[src/rtl/multicycle_ctrl.sv]
// Multicycle MIPS main controller and ALU decoder: sequences fetch/decode/execute/mem/writeback
// over a shared memory port and decodes every datapath enable and mux select.
module multicycle_ctrl #(
   parameter int MEM_WAIT_MAX = 255
) (
   input  logic       clk,
   input  logic       reset,
   input  logic [5:0] op,
   input  logic [5:0] funct,
   input  logic       zero,
   input  logic       sign,
   input  logic       mem_ready,
   output logic       iord,
   output logic       memwrite,
   output logic       irwrite,
   output logic       pcen,
   output logic       regwrite,
   output logic       regdst,
   output logic       memtoreg,
   output logic       alusrca,
   output logic [1:0] alusrcb,
   output logic [1:0] pcsrc,
   output logic [2:0] alucontrol,
   output logic       illegal_op,
   output logic       mem_timeout,
   output logic [3:0] state
);

   localparam int CW = $clog2(MEM_WAIT_MAX + 1);
   localparam logic [CW-1:0] CNT_MAX = CW'(MEM_WAIT_MAX);

   localparam logic [5:0] OP_RTYPE = 6'b000000;
   localparam logic [5:0] OP_LW    = 6'b100011;
   localparam logic [5:0] OP_SW    = 6'b101011;
   localparam logic [5:0] OP_BEQ   = 6'b000100;
   localparam logic [5:0] OP_BLE   = 6'b000110;
   localparam logic [5:0] OP_ADDI  = 6'b001000;
   localparam logic [5:0] OP_J     = 6'b000010;

   typedef enum logic [3:0] {
      FETCH   = 4'd0,
      DECODE  = 4'd1,
      MEMADR  = 4'd2,
      MEMRD   = 4'd3,
      MEMWB   = 4'd4,
      MEMWR   = 4'd5,
      EXECUTE = 4'd6,
      ALUWB   = 4'd7,
      BRANCH  = 4'd8,
      ADDIEX  = 4'd9,
      ADDIWB  = 4'd10,
      JUMP    = 4'd11
   } state_t;

   state_t        cur, nxt;
   logic [CW-1:0] wait_cnt;
   logic          waiting;
   logic          pcen_raw, irwrite_raw, regwrite_raw, memwrite_raw, illegal_raw;
   logic          funct_ok;

   assign funct_ok = (funct == 6'b100000) || (funct == 6'b100010) || (funct == 6'b100100) ||
                     (funct == 6'b100101) || (funct == 6'b101010) || (funct == 6'b000000);

   // NOTE: sequential state uses non-blocking assignments so every register samples pre-edge values.
   always_ff @(posedge clk) begin
      if (reset) begin
         cur         <= FETCH;
         wait_cnt    <= '0;
         mem_timeout <= 1'b0;
      end else begin
         cur <= nxt;
         // Any state change clears the wait counter; it only counts while parked on memory.
         if (nxt != cur) begin
            wait_cnt <= '0;
         end else if (waiting && wait_cnt != CNT_MAX) begin
            wait_cnt <= wait_cnt + 1'b1;
            if (wait_cnt == CNT_MAX - 1'b1) mem_timeout <= 1'b1;
         end
      end
   end

   // NOTE: every output of this block gets a default first, so no path can infer a latch.
   always_comb begin
      nxt          = cur;
      iord         = 1'b0;
      memwrite_raw = 1'b0;
      irwrite_raw  = 1'b0;
      pcen_raw     = 1'b0;
      regwrite_raw = 1'b0;
      regdst       = 1'b0;
      memtoreg     = 1'b0;
      alusrca      = 1'b0;
      alusrcb      = 2'b00;
      pcsrc        = 2'b00;
      alucontrol   = 3'b000;
      illegal_raw  = 1'b0;
      waiting      = 1'b0;
      unique case (cur)
         FETCH: begin
            alusrcb     = 2'b01;
            alucontrol  = 3'b010;
            irwrite_raw = mem_ready;
            pcen_raw    = mem_ready;
            waiting     = !mem_ready;
            if (mem_ready) nxt = DECODE;
         end
         DECODE: begin
            alusrcb    = 2'b11;
            alucontrol = 3'b010;
            case (op)
               OP_LW, OP_SW:   nxt = MEMADR;
               OP_BEQ, OP_BLE: nxt = BRANCH;
               OP_ADDI:        nxt = ADDIEX;
               OP_J:           nxt = JUMP;
               OP_RTYPE: begin
                  if (funct_ok) nxt = EXECUTE;
                  else begin
                     illegal_raw = 1'b1;
                     nxt         = FETCH;
                  end
               end
               default: begin
                  illegal_raw = 1'b1;
                  nxt         = FETCH;
               end
            endcase
         end
         MEMADR: begin
            alusrca    = 1'b1;
            alusrcb    = 2'b10;
            alucontrol = 3'b010;
            nxt        = (op == OP_LW) ? MEMRD : MEMWR;
         end
         MEMRD: begin
            iord    = 1'b1;
            waiting = !mem_ready;
            if (mem_ready) nxt = MEMWB;
         end
         MEMWB: begin
            memtoreg     = 1'b1;
            regwrite_raw = 1'b1;
            nxt          = FETCH;
         end
         MEMWR: begin
            iord         = 1'b1;
            memwrite_raw = 1'b1;
            waiting      = !mem_ready;
            if (mem_ready) nxt = FETCH;
         end
         EXECUTE: begin
            alusrca = 1'b1;
            case (funct)
               6'b100010: alucontrol = 3'b110;
               6'b100100: alucontrol = 3'b000;
               6'b100101: alucontrol = 3'b001;
               6'b101010: alucontrol = 3'b111;
               6'b000000: alucontrol = 3'b011;
               default:   alucontrol = 3'b010;
            endcase
            nxt = ALUWB;
         end
         ALUWB: begin
            regdst       = 1'b1;
            regwrite_raw = 1'b1;
            nxt          = FETCH;
         end
         BRANCH: begin
            alusrca    = 1'b1;
            alucontrol = 3'b110;
            pcsrc      = 2'b01;
            pcen_raw   = (op == OP_BLE) ? (zero | sign) : zero;
            nxt        = FETCH;
         end
         ADDIEX: begin
            alusrca    = 1'b1;
            alusrcb    = 2'b10;
            alucontrol = 3'b010;
            nxt        = ADDIWB;
         end
         ADDIWB: begin
            regwrite_raw = 1'b1;
            nxt          = FETCH;
         end
         JUMP: begin
            pcsrc    = 2'b10;
            pcen_raw = 1'b1;
            nxt      = FETCH;
         end
         default: nxt = FETCH;
      endcase
   end

   // Strobes are suppressed while reset is held so an aborted access leaves no side effects.
   assign pcen       = pcen_raw     & ~reset;
   assign irwrite    = irwrite_raw  & ~reset;
   assign regwrite   = regwrite_raw & ~reset;
   assign memwrite   = memwrite_raw & ~reset;
   assign illegal_op = illegal_raw  & ~reset;
   assign state      = cur;

endmodule
[config.mk]
export PLATFORM = sky130hd
export DESIGN_NAME = multicycle_ctrl
export DESIGN_NICKNAME = d
export VERILOG_FILES = /design/src/rtl/multicycle_ctrl.sv
export SDC_FILE = /design/constraint.sdc
export NUM_CORES = 1
export LEC_CHECK = 0
export BUFFER_PORTS_ARGS = -buffer_cell sky130_fd_sc_hd__buf_4
export CORE_UTILIZATION = 50
export CTS_CLUSTER_DIAMETER = 50
export CTS_CLUSTER_SIZE = 24
export DETAILED_ROUTE_END_ITERATION = 7
export PLACE_DENSITY = 0.79
export SLEW_MARGIN = 20
export SYNTH_ARGS = -nofsm -noshare
export SYNTH_HDL_FRONTEND = slang
export SYNTH_SLANG_ARGS = --single-unit
export TNS_END_PERCENT = 1
[constraint.sdc]
create_clock -name clk -period 2.2 [get_ports clk]
set_input_delay 0.22 -clock clk [delete_from_list [all_inputs] [get_ports clk]]
set_output_delay 0.22 -clock clk [all_outputs]
set_load 0.005 [all_outputs]
==> parameters.txt <==
Parameter                              Value

Power
  Switching power    156 uW
  Net switching fraction of the power    29.7%
  Leakage    0.606 nW
  Pwr Density    341 mW/mm2
  Share of power burned in the clock network    27.8%
  Int Power    368 uW
  Sequential share of power    46.6%
  Overall power    524 uW
  Largest vdd supply drop    0.514 mV
  Share of power burned in combinational logic    25.7%

Clock network
  Hold Buf Count CTS    0
  Clk pin slew, worst setup/hold paths    0.08 ns
  Maximum root-to-sink buffer count    2
  Number of clock sinks    13
  Buffer type at the clock tree root    clkbuf_4
  Latest clock arrival within the worst-skew pair    0.28 ns
  Number of buffers inserted during clock tree synthesis    3
  Clock tree from TritonCTS    yes
  Number of gates resized after CTS    0
  Post-CTS Setup Repair Bufs    0
  H-tree lvl count    1

Placed design
  Placed Area    0.00151 mm2
  Final HPWL from detailed placement    2440 um
  Final weighted congestion in routability-driven placement    0.912
  Port buffer count    37
  Number of placed instances with taps included    232

Logic synthesis
  Most used standard cell by instance count after synthesis    nor2_1
  Most frequently used flop master after synthesis    dfxtp_1
  Area share of the largest cell type after synthesis    21.8%
  Post-Synthesis Net Count    191
  Synth cell types    43
  Sequential area share after synthesis    21.8%
  Ys Warns    0
  Synthesized instance count    172
  Number of flip-flops and latches in the synthesized netlist    13
  Cell type with the highest aggregate area in the netlist    dfxtp_1
  Mapped Area    0.00119 mm2
  Top post-synthesis cells by area    dfxtp_1 (22%), nor2_1 (7.9%), nor3_1 (5.9%)
  Syn Area/Cell    6.93 um2
  Number of flops mapped to enable cells by yosys    0
  Top cells by count, synth    nor2_1 (25), nor3_1 (14), dfxtp_1 (13), nand2_1 (13)
  Share of synthesized flip-flops with an asynchronous set or reset    0%

STA
  Total Negative Setup Slacks    0 ns
  Final critical-path share of the clock period    92.2%
  Final Skew    0.00432 ns
  Crit path time final    2.03 ns
  Peak Freq    0.493 GHz
  Final Hold Slack    0.198 ns
  Number of failing setup endpoints in the final timing report    0
  Final Slew Violations    0
  Worst slew pin tran    0.475 ns
  Final Hold Fails    0
  Relative slew slack    68.1%
  Setup repair after global routing missed its margin    false

Setup path
  Startpoint kind of the worst setup timing path    flop
  Critical path endpoint category    flop
  Worst Setup Path Type    flop to flop
  Worst endpoint required time    2.41 ns
  CP max FO    8
  Endpoint arrival time on the critical path    2.24 ns

Outcome
  Result of the run    complete, no violations

Cells and area
  Ratio of cells with drive above 1 in the final layout    25.0%
  Diode count    0
  Number of nets in the finished design    228
  Area delta synth->final    28.9%
  Area of all placed cells without fillers    0.00154 mm2
  Number of cells in the finished layout apart from fillers    236

Detailed routing
  Routed Antenna Nets    0
  Number of DRC markers in iteration 0    57
  Total wire length    3210 um
  Pre-Repair DR Iteration Count    4
  Wire length per cell    13.6 um
  Via total after detailed routing    1,425
  Drc violations    0
  Vias per cell    6.04

Floorplanning
  Floorplan die height    50.8 um
  Starting density of the core    53.4%
  Cell Rows    17
  Die Area    0.00258 mm2
  # IOs    38
  Core Box Area    0.00223 mm2
  Floorplan die width    50.8 um

Global routing
  Vias in the first global route    1,257
  Number of antenna violations at the first check in global routing    0
  Largest net degree at the start of global routing    27
  First-pass GRT wire length    5570 um
  Global Route Usage Sum    28.0%
  Overflow left after global routing    0

Flow run
  Max Cap Violations    0

Hold path
  Worst min-delay path class    input port to flop
-- state kept, by name (all words and copies together) (netlist names) --
register,count
wait_cnt,8
mem_timeout,1
state,4
-- power by group through the flow --
stage               logic (mW)  clock network (mW)  registers, mW
floorplan               0.0734                   0          0.250
global placement         0.129                   0          0.249
detailed placement       0.132                   0          0.250
CTS                      0.133               0.152          0.244
global route             0.149               0.166          0.245
finish                   0.134               0.145          0.244
-- critical path, cell delays in order (launching register included) --
cell and delay, ns:
dfxtp_1 0.31, or4b_4 0.56, nor4_2 0.24, a21oi_1 0.08, a2111o_1 0.56, nor3_2 0.20
-- metrics by stage --
stage / util, % / worst slack, ns
3_3_place_gp: 67.6 / 0.214
2_1_floorplan: - / 0.236
3_5_place_dp: 67.6 / 0.187
4_1_cts: 68.8 / 0.186
5_1_grt: 68.8 / 0.0504
6_report: 68.8 / 0.171
-- layer usage --
metal / vias up / share of wire [%] / GRT usage, % / wire length (um)
met1: 648 / 47 / 38.7 / 1500
met4: 0 / 0.28 / 7.41 / 9
li1: 708 / - / - / -
met2: 67 / 45 / 43.1 / 1440
met5: - / 0 / 0 / 0
met3: 2 / 7.8 / 6.85 / 250
-- layout by cell type, fill, tap and decap left out, types with 4 or more instances in the layout --
| master | instances |
|---|---|
| a21oi_1 | 11 |
| dfxtp_1 | 13 |
| xor2_1 | 6 |
| nor2b_1 | 4 |
| o21ai_0 | 9 |
| nor3_1 | 14 |
| nand3_1 | 5 |
| nor2_1 | 25 |
| buf_4 | 43 |
| a31oi_1 | 4 |
| nand2_1 | 13 |
| inv_1 | 4 |
-- area by class of cell --
type / count / area [um2]
multi-input cells: 144 / 876
fillers: 195 / 697
repair buffers: 43 / 323
flip-flops and latches: 13 / 260
well taps: 28 / 35.0
clock buffers: 3 / 22.5
inverters: 4 / 15.0
clock inverters: 1 / 5.00
-- logic make-up (layout without fill, tap and decap cells) --
group | count (synthesis) | in the layout | synth area share (%)
AOI/OAI and AO/OA | 39 | 39 | 21.3
xor gates and xnor gates | 9 | 9 | 6.61
adders and majority gates | 2 | 2 | 2.10
buffers and inverters | 15 | 51 | 4.72
DFF | 13 | 13 | 21.8
muxes | 1 | 1 | 0.839
and+or+nand+nor | 93 | 93 | 42.6
-- final timing paths --
| check | start | end | slack [ns] | cells after the start |
|---|---|---|---|---|
| worst min register to register | mem_timeout$_SDFFE_PP0P_ | mem_timeout$_SDFFE_PP0P_ | 0.49 | 2 |
| worst min-delay path | reset | mem_timeout$_SDFFE_PP0P_ | 0.20 | 2 |
| worst max-delay path | state[1]$_SDFF_PP0_ | wait_cnt[7]$_SDFFE_PP0P_ | 0.17 | 5 |
| worst max register to register | state[1]$_SDFF_PP0_ | wait_cnt[7]$_SDFFE_PP0P_ | 0.17 | 5 |
(Power assumes the default switching activity.)
